--- src/rtl/fp_result_collector.sv ---
// fp_result_collector: registered result-collection stage for the FP ALU.
// Accepts one op select, waits for the selected arithmetic unit (or the
// comparator) to signal completion, captures its result or compare flags,
// and holds them on a valid/ready port until downstream accepts.
// Optional build macro: CMP_TIMEOUT_EN adds a WAIT-state cycle limit.
module fp_result_collector #(
    parameter int unsigned WIDTH          = 32,
    parameter int unsigned NUM_UNITS      = 4,
    parameter int unsigned OP_W           = 3,
    parameter int unsigned TIMEOUT_CYCLES = 64
) (
    input  logic                       clk,
    input  logic                       rst,
    input  logic                       op_valid,
    output logic                       op_ready,
    input  logic [OP_W-1:0]            op,
    input  logic [NUM_UNITS-1:0]       unit_valid,
    input  logic [NUM_UNITS*WIDTH-1:0] unit_data,
    input  logic                       cmp_valid,
    input  logic                       cg,
    input  logic                       cl,
    input  logic                       ce,
    output logic                       res_valid,
    input  logic                       res_ready,
    output logic [WIDTH-1:0]           z,
    output logic                       gr,
    output logic                       ls,
    output logic                       eq,
    output logic [OP_W-1:0]            res_op,
    output logic                       err,
    output logic                       busy
);

    typedef enum logic [1:0] {
        IDLE = 2'd0,
        WAIT = 2'd1,
        RESP = 2'd2
    } state_t;

    state_t           state;
    state_t           state_nxt;

    logic             accept;
    logic             op_bad;
    logic             is_cmp;
    logic             sel_valid;
    logic [WIDTH-1:0] sel_data;
    logic             strobe;
    logic             timeout;

    assign op_ready  = (state == IDLE);
    assign res_valid = (state == RESP);
    assign busy      = (state != IDLE);
    assign accept    = op_ready && op_valid;
    assign op_bad    = (op > OP_W'(NUM_UNITS));
    assign is_cmp    = (res_op == OP_W'(NUM_UNITS));
    assign strobe    = is_cmp ? cmp_valid : sel_valid;

    // Route only the latched op's unit strobe and data; other units are ignored.
    always_comb begin
        sel_valid = 1'b0;
        sel_data  = '0;
        for (int unsigned i = 0; i < NUM_UNITS; i++) begin
            if (res_op == OP_W'(i)) begin
                sel_valid = unit_valid[i];
                sel_data  = unit_data[i*WIDTH +: WIDTH];
            end
        end
    end

`ifdef CMP_TIMEOUT_EN
    localparam int unsigned CW = $clog2(TIMEOUT_CYCLES + 1);

    logic [CW-1:0] wait_cnt;

    // Count WAIT cycles since acceptance; cleared whenever a new op is taken.
    always_ff @(posedge clk) begin
        if (rst) begin
            wait_cnt <= '0;
        end else if (accept) begin
            wait_cnt <= '0;
        end else if (state == WAIT) begin
            wait_cnt <= wait_cnt + 1'b1;
        end
    end

    // Fires on the last allowed WAIT cycle only if the strobe is absent, so a
    // strobe arriving on that same cycle still wins.
    assign timeout = (state == WAIT) && !strobe &&
                     (wait_cnt == CW'(TIMEOUT_CYCLES - 1));
`else
    assign timeout = 1'b0;
`endif

    // State register.
    always_ff @(posedge clk) begin
        if (rst) begin
            state <= IDLE;
        end else begin
            state <= state_nxt;
        end
    end

    // Next-state logic.
    always_comb begin
        state_nxt = state;
        case (state)
            IDLE: begin
                if (op_valid) begin
                    state_nxt = op_bad ? RESP : WAIT;
                end
            end
            WAIT: begin
                if (strobe || timeout) begin
                    state_nxt = RESP;
                end
            end
            RESP: begin
                if (res_ready) begin
                    state_nxt = IDLE;
                end
            end
            default: state_nxt = IDLE;
        endcase
    end

    // Result registers: cleared on acceptance, loaded on the selected strobe,
    // held through RESP and the following IDLE period.
    always_ff @(posedge clk) begin
        if (rst) begin
            z      <= '0;
            gr     <= 1'b0;
            ls     <= 1'b0;
            eq     <= 1'b0;
            res_op <= '0;
            err    <= 1'b0;
        end else begin
            case (state)
                IDLE: begin
                    if (op_valid) begin
                        res_op <= op;
                        z      <= '0;
                        gr     <= 1'b0;
                        ls     <= 1'b0;
                        eq     <= 1'b0;
                        err    <= op_bad;
                    end
                end
                WAIT: begin
                    if (strobe) begin
                        if (is_cmp) begin
                            gr <= cg;
                            ls <= cl;
                            eq <= ce;
                        end else begin
                            z <= sel_data;
                        end
                    end else if (timeout) begin
                        err <= 1'b1;
                    end
                end
                default: begin
                end
            endcase
        end
    end

endmodule

--- config.mk ---
export PLATFORM = sky130hd
export DESIGN_NAME = fp_result_collector
export DESIGN_NICKNAME = d
export VERILOG_FILES = /design/src/rtl/fp_result_collector.sv
export SDC_FILE = /design/constraint.sdc
export NUM_CORES = 1
export LEC_CHECK = 0
export ABC_AREA = 1
export BUFFER_PORTS_ARGS = -buffer_cell sky130_fd_sc_hd__buf_2
export CORE_MARGIN = 2
export CORE_UTILIZATION = 30
export CTS_BUF_LIST = sky130_fd_sc_hd__clkbuf_16
export CTS_CLUSTER_SIZE = 16
export DETAILED_ROUTE_END_ITERATION = 10
export PLACE_DENSITY_LB_ADDON = 0.12
export RECOVER_POWER = 25
export SLEW_MARGIN = 15
export SYNTH_ARGS = -nofsm -noshare
export SYNTH_HDL_FRONTEND = slang
export SYNTH_SLANG_ARGS = --single-unit
--- constraint.sdc ---
create_clock -name clk -period 1.68 [get_ports clk]
set_input_delay 0.084 -clock clk [delete_from_list [all_inputs] [get_ports clk]]
set_output_delay 0.084 -clock clk [all_outputs]
set_load 0.03 [all_outputs]
==> reports/metrics.cfg, run 1 <==
[status]
status = finished clean

[clock_network]
cts_buffers = 5
cts.clk_slew.worst_paths_ns = 0.06
clock-sinks = 41
cts_tree = done
cts_buffer_depth = 2
cts.htree.levels = 2
cts-hold-fix-buffers = 0
clkLatencyLatePin_ns = 0.28
clockRootBuffer = clkbuf_16

[detailed_routing]
viasPerCell = 4.78
wl_met1_mm = 5.41
routed.top_layer = met4
drc_errors = 0
wl_per_cell_um = 13.6
antenna_left = 0
wl_met2_mm = 5.45
first_pass_iters = 5
met3_length_um = 746
first_iter_violations = 176
wl_mm = 11.8
routed-via-count = 4119

[setup_path]
crit_path_end = z[2]
required_ns = 1.85
timing_worst_setup_path_type = reg -> reg
start_kind = flop
rr_worst_depth = 11
cp.arrival_ns = 1.70
ff2ff_setup_slack_ns = 0.15
startpoint = res_op[2]
timing.rr.start = res_op[2]
cp-end-kind = flop
rr_endpoint = z[2]
cp_max_fo = 14

[timing]
grt_setup_unrepaired = false
relSlewSlack = 0.543
skew_ns = 0.00284
setup_viol = 0
worstMarginPinSlew_ns = 0.682
fmax_mhz = 653
fin_crit_sh = 0.912
maxSlewViolCount = 0
finalHoldViolCount = 0
min_period_ns = 1.53
timing.hold.ws_ns = 0.0396

[global_routing]
antenna_found_initial = 0
grt_max_degree = 33
grt_first_pass_wirelength_mm = 19.3
grt_pass1_vias = 3959
grt_overflow = 0
grt_usage = 0.219

[yosys]
syn_area_um2 = 2970
synth_cells = 536
yosys_warnings = 0
ys_seq_area_frac = 0.276
synth_cell_types = 19
avgSynthCellArea_um2 = 5.55
ys_ff_latch = 41
synth_nets = 679

[floorplan]
io_pins = 185
initial_utilization = 0.307
die_y_um = 104
dieWidth_um = 104
rows = 36
coreArea_um2 = 9680
die-area_um2 = 10700

[placed_design]
io_buffers = 184
gp_congestion = 0.853
hpwl_mm = 8.98
dpl_cell_area_um2 = 4170

[worst_hold_path]
hold_start = rst
min_path_type = in -> reg

[run]
maxCapViolCount = 0

[power]
leakagePower_nw = 2.37
powerDensity_nw_per_um2 = 918
power.total_mw = 4.03
ir_drop_mv = 0.395

[finish]
finalInstanceArea_um2 = 4390
num-nets-final = 872
area_growth_pct = 47.7
post-route-util = 0.453
antennaDiodeCount = 0
post_route_cells_drive_above_1_share = 0.306

layout by cell type (no fill, tap or decap), types with 2 or more instances in the layout:
| cell | Yosys | final |
|---|---|---|
| buf_2 | 17 | 164 |
| buf_12 | 0 | 5 |
| clkinv_1 | 3 | 4 |
| inv_1 | 45 | 44 |
| nand4_1 | 15 | 15 |
| buf_4 | 4 | 27 |
| nor2_2 | 2 | 5 |
| clkbuf_16 | 0 | 5 |
| buf_6 | 0 | 3 |
| nand3_1 | 111 | 111 |
| nor2_1 | 104 | 99 |
| a21oi_1 | 16 | 16 |
| nand2_1 | 137 | 137 |
| clkbuf_1 | 13 | 20 |
| dfxtp_2 | 0 | 3 |
| o21ai_0 | 20 | 20 |
| nor3_1 | 2 | 2 |
| inv_2 | 1 | 2 |
| nor2_4 | 2 | 5 |
| dfxtp_1 | 41 | 37 |
logic make-up (layout without fill, tap and decap cells):
family          Yosys count  after routing  synth area share
compound gates           37             37            0.0636
buf+inv                  83            275             0.117
flops                    41             41             0.276
simple gates            375            376             0.543
stage by stage:
| step | instances | TNS (ns) | setup WS, ns |
|---|---|---|---|
| 2_1_floorplan | 536 | 0 | 0.0130 |
| 3_3_place_gp | 850 | -1.23 | -0.0455 |
| 3_5_place_dp | 850 | -3.11 | -0.117 |
| 4_1_cts | 858 | 0 | 0.0102 |
| 5_1_grt | 862 | 0 | 0.0126 |
| 6_report | 862 | 0 | 0.148 |
registers in the layout, summed over array words and instances (netlist names):
name	flops
gr	1
state	2
ls	1
z	32
err	1
res_op	3
eq	1
cells in the mapped netlist:
cell       instances  area (um^2)
nor2_2             2         12.5
nor2_4             2         22.5
clkbuf_1          13         48.8
nand2_1          137          514
a21oi_1           16         80.1
inv_1             45          169
dfxtp_1           41          821
nand3_1          111          556
clkinv_1           3         11.3
buf_2             17         85.1
nand2_2            1         6.26
o21ai_0           20          100
buf_4              4         30.0
nor3_1             2         10.0
nand4_1           15         93.8
inv_2              1         3.75
o2111ai_1          1         8.76
nor2_1           104          390
nor3_2             1         10.0
metal layers:
| metal | GRT usage | up-vias |
|---|---|---|
| met5 | 0 | - |
| met4 | 0.0502 | 0 |
| met3 | 0.0371 | 14 |
| met2 | 0.365 | 152 |
| met1 | 0.298 | 1850 |
| li1 | - | 2103 |
timing repair:
item,CTS,global route
endpoints found under the setup margin,32,33
buffers inserted,0,4
cloned,1,0
pin swaps,1,2
gates resized for setup,1,14
worst min path at each step:
stage | end | slack, ns | depth (start not counted)
floorplan | eq | 0.15 | 1
global placement | eq | 0.33 | 2
detailed placement | state[0] | 0.34 | 2
CTS | eq | 0.04 | 2
global route | state[0] | 0.05 | 2
finish | state[0] | 0.04 | 2
critical path: stages, from the launching register on:
cell	delay [ns]
dfxtp_2	0.32
buf_6	0.13
nor2_4	0.13
nand3_1	0.10
buf_4	0.14
clkinv_1	0.06
nor2_4	0.04
nand2_2	0.06
buf_4	0.21
nand3_1	0.10
nand2_1	0.07
nor2_1	0.06
where the power goes:
| part | internal [mW] | leakage, nW | switching (mW) |
|---|---|---|---|
| clock | 0.537 | 0.0633 | 0.376 |
| combinational | 0.689 | 1.97 | 1.22 |
| sequential | 1.12 | 0.339 | 0.0904 |
| total | 2.35 | 2.37 | 1.68 |
area by class of cell:
type,instances,area (um^2)
clock buffer,5,125
clock inverter,2,11.3
fill,1088,5290
inverter,49,184
multi-input combinational,413,1840
sequential,41,828
tap,133,166
timing repair buffer,219,1230
(Power assumes the default switching activity.)
==> run 2, diff against run 1 <==
Settings changed: ABC_AREA 1 to unset.
==> reports/metrics.cfg, run 2 <==
[floorplan]
coreArea_um2 = 8810  ; -9.1%
io_pins = 185  ; unchanged
die-area_um2 = 9930  ; -7.4%
die_y_um = 99.6  ; -3.8%
dieWidth_um = 99.6  ; -3.8%
rows = 34  ; -5.6%
initial_utilization = 0.312  ; +0.00462

[global_routing]
grt_max_degree = 51  ; +55%
grt_use_met2 = 0.298  ; -0.0664
grt_use_met3 = 0.0337  ; -0.00340
antenna_found_initial = 0  ; unchanged
grt_overflow = 0  ; unchanged
grt_usage = 0.164  ; -0.0551
grt_pass1_vias = 2693  ; -32%
top_usage_layer = met2
gr-usage-met1 = 0.198  ; -0.0995
grt_first_pass_wirelength_mm = 13.2  ; -32%

[yosys]
synth_cell_types = 38  ; +19
avgSynthCellArea_um2 = 9.80  ; +77%
ys_seq_area_frac = 0.299  ; +0.0230
yosys-top-cells-count = dfxtp_1 (41), o221ai_1 (31), nor2b_1 (25)
synthFlopType = dfxtp_1
syn_area_um2 = 2740  ; -7.7%
synth_top_area_share = 0.299  ; +0.0230
synth-edff-count = 0  ; unchanged
yosys_warnings = 0  ; unchanged
synth_nets = 423  ; -38%
ys_ff_latch = 41  ; unchanged
synthArstFlopShare = 0  ; unchanged
synth_cells = 280  ; -48%
netlist.top_cell.by_area = dfxtp_1
yosysMostFrequentCell = dfxtp_1
synth_area_leaders = dfxtp_1 (30%), o221ai_1 (9.9%), mux2i_1 (8.4%)

[setup_path]
startpoint = res_op[1]
timing.rr.start = res_op[1]
timing_worst_setup_path_type = reg -> reg
crit_cells = 6  ; -5
cpPeakStageDelay_ns = 0.37  ; +0.05 ns
cp-end-kind = flop
cp.arrival_ns = 1.87  ; +0.17 ns
start_kind = flop
crit_family = multiplexers
rr_endpoint = z[27]
path_cells = mux2i_2 > o22ai_2 > o31ai_4 > buf_6 > clkbuf_16 > mux2_4
crit_path_end = z[27]
cp_max_fo = 9  ; -5
required_ns = 1.84  ; about the same
ff2ff_setup_slack_ns = -0.03  ; -0.18 ns
critPathBufInv = 2  ; -2
rr_worst_depth = 6  ; -5
crit_slowest_cell = dfxtp_4

[detailed_routing]
routed-via-count = 2897  ; -30%
wl_mm = 8.85  ; -25%
viasPerCell = 5.07  ; +6.2%
drc_errors = 0  ; unchanged
wl_per_cell_um = 15.5  ; +14%
first_pass_iters = 4  ; -1
antenna_left = 0  ; unchanged
first_iter_violations = 98  ; -44%

[finish]
antennaDiodeCount = 0  ; unchanged
area_growth_pct = 48.5
layout_commonest_cell = buf_2
top_regs = z x32, res_op x3, state x2
regMostFlops = z
largest_reg_flops = 32  ; unchanged
post_route_cells_drive_above_1_share = 0.514  ; +0.208
num-nets-final = 605  ; -31%
mostFrequentLayoutCells = buf_2 (172), dfxtp_1 (38), o221ai_1 (31)

[power]
seqPwrFrac = 0.305  ; +0.004
clockPowerShare = 0.249  ; +0.023
leakagePower_nw = 1.85  ; -22%
powerDensity_nw_per_um2 = 875  ; -4.7%
sw_frac_of_total = 0.332  ; -0.0854
switchingPower_mw = 1.18  ; -30%
ir_drop_mv = 0.530  ; +34%
p_comb_frac = 0.446  ; -0.027
p_int_mw = 2.38  ; +1.4%

[placed_design]
gp_congestion = 0.779  ; -8.8%
io_buffers = 184  ; unchanged
place_ws_ns = -0.0290  ; +0.0881 ns
hpwl_mm = 6.41  ; -29%

[timing]
skew_ns = 0.00377  ; +0.000930 ns
relSlewSlack = 0.711  ; +0.168
min_period_ns = 1.71  ; +0.177 ns
finalHoldViolCount = 0  ; unchanged
fmax_mhz = 585  ; -10%
fin_crit_sh = 1.02  ; +0.105
worstMarginPinSlew_ns = 0.434  ; -0.248 ns
grt_setup_unrepaired = true
timing.hold.ws_ns = 0.0569  ; +0.0173 ns
setup_viol = 12  ; +12
fin_ws_ns = -0.0291  ; -0.177 ns
maxSlewViolCount = 0  ; unchanged

[clock_network]
clkLatencyLatePin_ns = 0.27  ; about the same
clock-sinks = 41  ; unchanged
cts_tree = done
cts_buffer_depth = 2  ; unchanged
cts_buffers = 5  ; unchanged
cts.htree.levels = 2  ; unchanged
clockRootBuffer = clkbuf_16
cts.clk_slew.worst_paths_ns = 0.06  ; about the same

[status]
status = finished with violations
violations = setup timing

[worst_hold_path]
hold_path_depth = 3  ; +1
min_path_type = in -> reg

[run]
maxCapViolCount = 0  ; unchanged

run 2: changes by cell type in the layout (fill, tap and decap cells not counted), moves of 14 or more:
cell and change:
o221ai_1 +31, o21ai_0 -16, nor2_1 -93, nand4_1 -15
nor2b_1 +25, nand2b_1 +19, nand3_1 -111, nand2_1 -129
mux2i_1 +22, buf_4 -15, inv_1 -39, mux2_4 +14
run 2: cell type report:
cell class                      instances  area [um^2]
Fill cell                             883         4730
Clock inverter                          3         11.3
Inverter                                2         7.51
Tap cell                              108          135
Sequential cell                        41          827
Timing Repair Buffer                  206         1200
Clock buffer                            5          125
Multi-Input combinational cell        206         1770
run 2: metrics by stage:
step | cells | area, um^2 | utilization | total power [mW] | setup TNS (ns)
2_1_floorplan | 280 | 2770 | - | 2.07 | -1.91
3_3_place_gp | 557 | 3840 | 0.437 | 2.52 | 0
3_5_place_dp | 557 | 3840 | 0.437 | 2.53 | -0.0717
4_1_cts | 565 | 3990 | 0.453 | 3.43 | -0.0747
5_1_grt | 571 | 4080 | 0.463 | 3.76 | -2.58
6_report | 571 | 4080 | 0.463 | 3.56 | -0.210
run 2: kinds of logic after synthesis:
family	share of synthesized area
AO/OA/AOI/OAI	0.231
buffers and inverters	0.0620
flip-flops	0.299
multiplexers	0.241
AND/OR/NAND/NOR	0.166
run 2: how the worst min path moves through the flow:
stage | start | endpoint | slack (ns)
2_1_floorplan | op[0] | res_op[0] | 0.22
3_3_place_gp | op[0] | res_op[0] | 0.33
3_5_place_dp | op[0] | res_op[0] | 0.33
4_1_cts | op[0] | res_op[0] | 0.05
5_1_grt | op[0] | res_op[0] | 0.07
6_report | op[0] | res_op[0] | 0.06
run 2: worst register-to-register path, delay by kind of cell (launching register included):
kind / cells / cell delay (ns)
buffers and inverters: 2 / 0.33
muxes: 2 / 0.53
AOI/OAI and AO/OA: 2 / 0.37
DFF: 1 / 0.37
run 2: layer usage:
metal / wire length (um) / part of all wire / up-vias
li1: - / - / 1438
met1: 3820 / 0.43 / 1351
met2: 4380 / 0.49 / 99
met3: 537 / 0.061 / 9
met4: 116 / 0.013 / 0
met5: 0 / 0 / -
run 2: power groups by stage:
stage / clock (mW) / combinational [mW] / sequential [mW]
after floorplan: 0 / 0.857 / 1.22
after global placement: 0 / 1.42 / 1.11
after detailed placement: 0 / 1.42 / 1.11
after CTS: 0.918 / 1.43 / 1.09
after global routing: 0.956 / 1.71 / 1.10
final: 0.888 / 1.59 / 1.09
run 2: timing repair:
item,in CTS,in global routing
hold buffers,0,0
setup endpoints to repair,17,30
pin swaps,0,1
setup buffers,0,3
gates cloned,0,3
gates resized for setup,1,2
==> run 3, diff against run 2 <==
Settings changed: CTS_CLUSTER_DIAMETER set to 120, PLACE_DENSITY_LB_ADDON 0.12 to unset, SLEW_MARGIN 15 to 0.
==> reports/metrics.cfg, run 3 (synthesized netlist as in run 2, its figures left out) <==
[clock_network]
clockRootBuffer = clkbuf_16
cts.clk_slew.worst_paths_ns = 0.06  ; about the same
cts.htree.levels = 2  ; unchanged
cts_buffers = 5  ; unchanged
cts_buffer_depth = 2  ; unchanged
clkLatencyLatePin_ns = 0.28  ; about the same
cts_tree = done
cts-hold-fix-buffers = 0  ; unchanged
clock-sinks = 41  ; unchanged

[setup_path]
crit_family = buffers and inverters
rr_endpoint = z[29]
start_kind = flop
path_common_cell = buf_4
critPathBufInv = 4  ; +2
crit_slowest_cell = dfxtp_4
cpPeakStageDelay_ns = 0.38  ; about the same
ff2ff_setup_slack_ns = -0.03  ; about the same
timing.rr.start = res_op[1]
path_cells = buf_4 > nor3b_4 > buf_4 > o31ai_4 > buf_6 > clkbuf_16 > mux2_4
rr_worst_depth = 7  ; +1
cp-end-kind = flop
timing_worst_setup_path_type = reg -> reg
cp.arrival_ns = 1.88  ; about the same
required_ns = 1.85  ; about the same
cp_max_fo = 5  ; -4

[global_routing]
grt_max_degree = 44  ; -14%
antenna_found_initial = 0  ; unchanged
grt_first_pass_wirelength_mm = 13.4  ; +1.5%
grt_usage = 0.167  ; +0.00252
grt_overflow = 0  ; unchanged
grt_pass1_vias = 2796  ; +3.8%

[placed_design]
hpwl_mm = 6.58  ; +2.6%
io_buffers = 184  ; unchanged
gp_congestion = 0.743  ; -4.6%

[timing]
min_period_ns = 1.71  ; +0.00402 ns
grt_setup_unrepaired = true
fmax_mhz = 584  ; -0.23%
fin_crit_sh = 1.02  ; +0.00240
skew_ns = 0.00468  ; +0.000915 ns
fin_ws_ns = -0.0331  ; -0.00402 ns
setup_viol = 11  ; -1
maxSlewViolCount = 0  ; unchanged
relSlewSlack = 0.724  ; +0.0131
worstMarginPinSlew_ns = 0.412  ; -0.0215 ns
finalHoldViolCount = 0  ; unchanged
timing.hold.ws_ns = 0.0544  ; -0.00254 ns
finalSetupTns_ns = -0.296  ; -0.0855 ns

[worst_hold_path]
hold_start = op[0]
hold_path_depth = 3  ; unchanged
worst_hold_path.endpoint = res_op[0]
min_path_type = in -> reg

[detailed_routing]
drc_errors = 0  ; unchanged
viasPerCell = 5.01  ; -1.2%
met3_length_um = 566  ; +5.4%
antenna_left = 0  ; unchanged
routed.top_layer = met4
wl_met1_mm = 3.76  ; -1.6%
first_iter_violations = 83  ; -15%
wl_per_cell_um = 15.5  ; +0.33%
wl_mm = 8.91  ; +0.68%
wl_met2_mm = 4.46  ; +1.9%
first_pass_iters = 5  ; +1
routed-via-count = 2873  ; -0.83%

[floorplan]
initial_utilization = 0.312  ; unchanged
coreArea_um2 = 8810  ; unchanged
die_y_um = 99.6  ; unchanged
io_pins = 185  ; unchanged
rows = 34  ; unchanged
die-area_um2 = 9930  ; unchanged
dieWidth_um = 99.6  ; unchanged

[power]
powerDensity_nw_per_um2 = 907  ; +3.8%
ir_drop_mv = 0.849  ; +60%
power.total_mw = 3.71  ; +4.2%
leakagePower_nw = 1.84  ; -0.81%

[finish]
antennaDiodeCount = 0  ; unchanged
num-nets-final = 608  ; +0.50%
mostFrequentLayoutCells = buf_2 (167), dfxtp_1 (38), o221ai_1 (31)
largest_reg_flops = 32  ; unchanged
layout_commonest_cell = buf_2
fillers = 855  ; -3.2%
post-route-util = 0.465  ; +0.00199
area_growth_pct = 49.2
top_regs = z x32, res_op x3, state x2
regMostFlops = z
post_route_cells_drive_above_1_share = 0.514  ; about the same

[status]
violations = setup timing
status = finished with violations

[run]
maxCapViolCount = 0  ; unchanged

## run 3: changes by cell type in the layout (fill, tap and decap cells not counted), sizes merged
cell	change
clkinvlp	+1
clkbuf	+4
inv	-4
clkinv	+1
buf	-1
bufinv	+1
## run 3: worst reg2reg max path, stage by stage, from the launching register on
cell,delay [ns]
dfxtp_4,0.38
buf_4,0.14
nor3b_4,0.04
buf_4,0.14
o31ai_4,0.29
buf_6,0.17
clkbuf_16,0.15
mux2_4,0.29
## run 3: power by group
part	internal [mW]	leakage, nW	switching, mW
clock network	0.689	0.0797	0.365
logic	0.786	1.42	0.781
registers	1.04	0.334	0.0516
total	2.52	1.84	1.20
## run 3: timing repair
action,4_1_cts,5_1_grt
pin swaps,0,2
buffers inserted,3,2
cloned,0,3
setup endpoints to repair,11,31
resized for setup,1,3
## run 3: final cells by class
| type | count | area, um^2 | share of cell area |
|---|---|---|---|
| Sequential cell | 41 | 827 | 0.202 |
| Clock buffer | 5 | 125 | 0.0306 |
| Inverter | 2 | 11.3 | 0.00275 |
| Multi-Input combinational cell | 206 | 1760 | 0.431 |
| Clock inverter | 2 | 35.0 | 0.00856 |
| Tap cell | 108 | 135 | 0.0330 |
| Timing Repair Buffer | 209 | 1200 | 0.292 |
## run 3: routing by layer
layer	vias up	global-route usage
met5	-	0
met4	0	0.0453
met3	13	0.0401
met2	109	0.295
met1	1311	0.201
li1	1440	-
## run 3: worst max-delay path by stage
stage               startpoint     to  slack [ns]  cells after the start
global placement     res_op[0]  z[14]        0.03                      5
finish               res_op[1]  z[29]       -0.03                      7
floorplan            res_op[1]  z[12]       -0.15                      6
CTS                  res_op[1]   z[8]      -0.009                      6
detailed placement   res_op[0]  z[14]       -0.01                      5
global route         res_op[1]  z[14]       -0.07                      6
## run 3: metrics by stage
step / setup slack [ns] / instances / area (um^2)
2_1_floorplan: -0.149 / 280 / 2770
3_3_place_gp: 0.0267 / 558 / 3830
3_5_place_dp: -0.0134 / 558 / 3830
4_1_cts: -0.00883 / 568 / 4030
5_1_grt: -0.0745 / 573 / 4090
6_report: -0.0331 / 573 / 4090
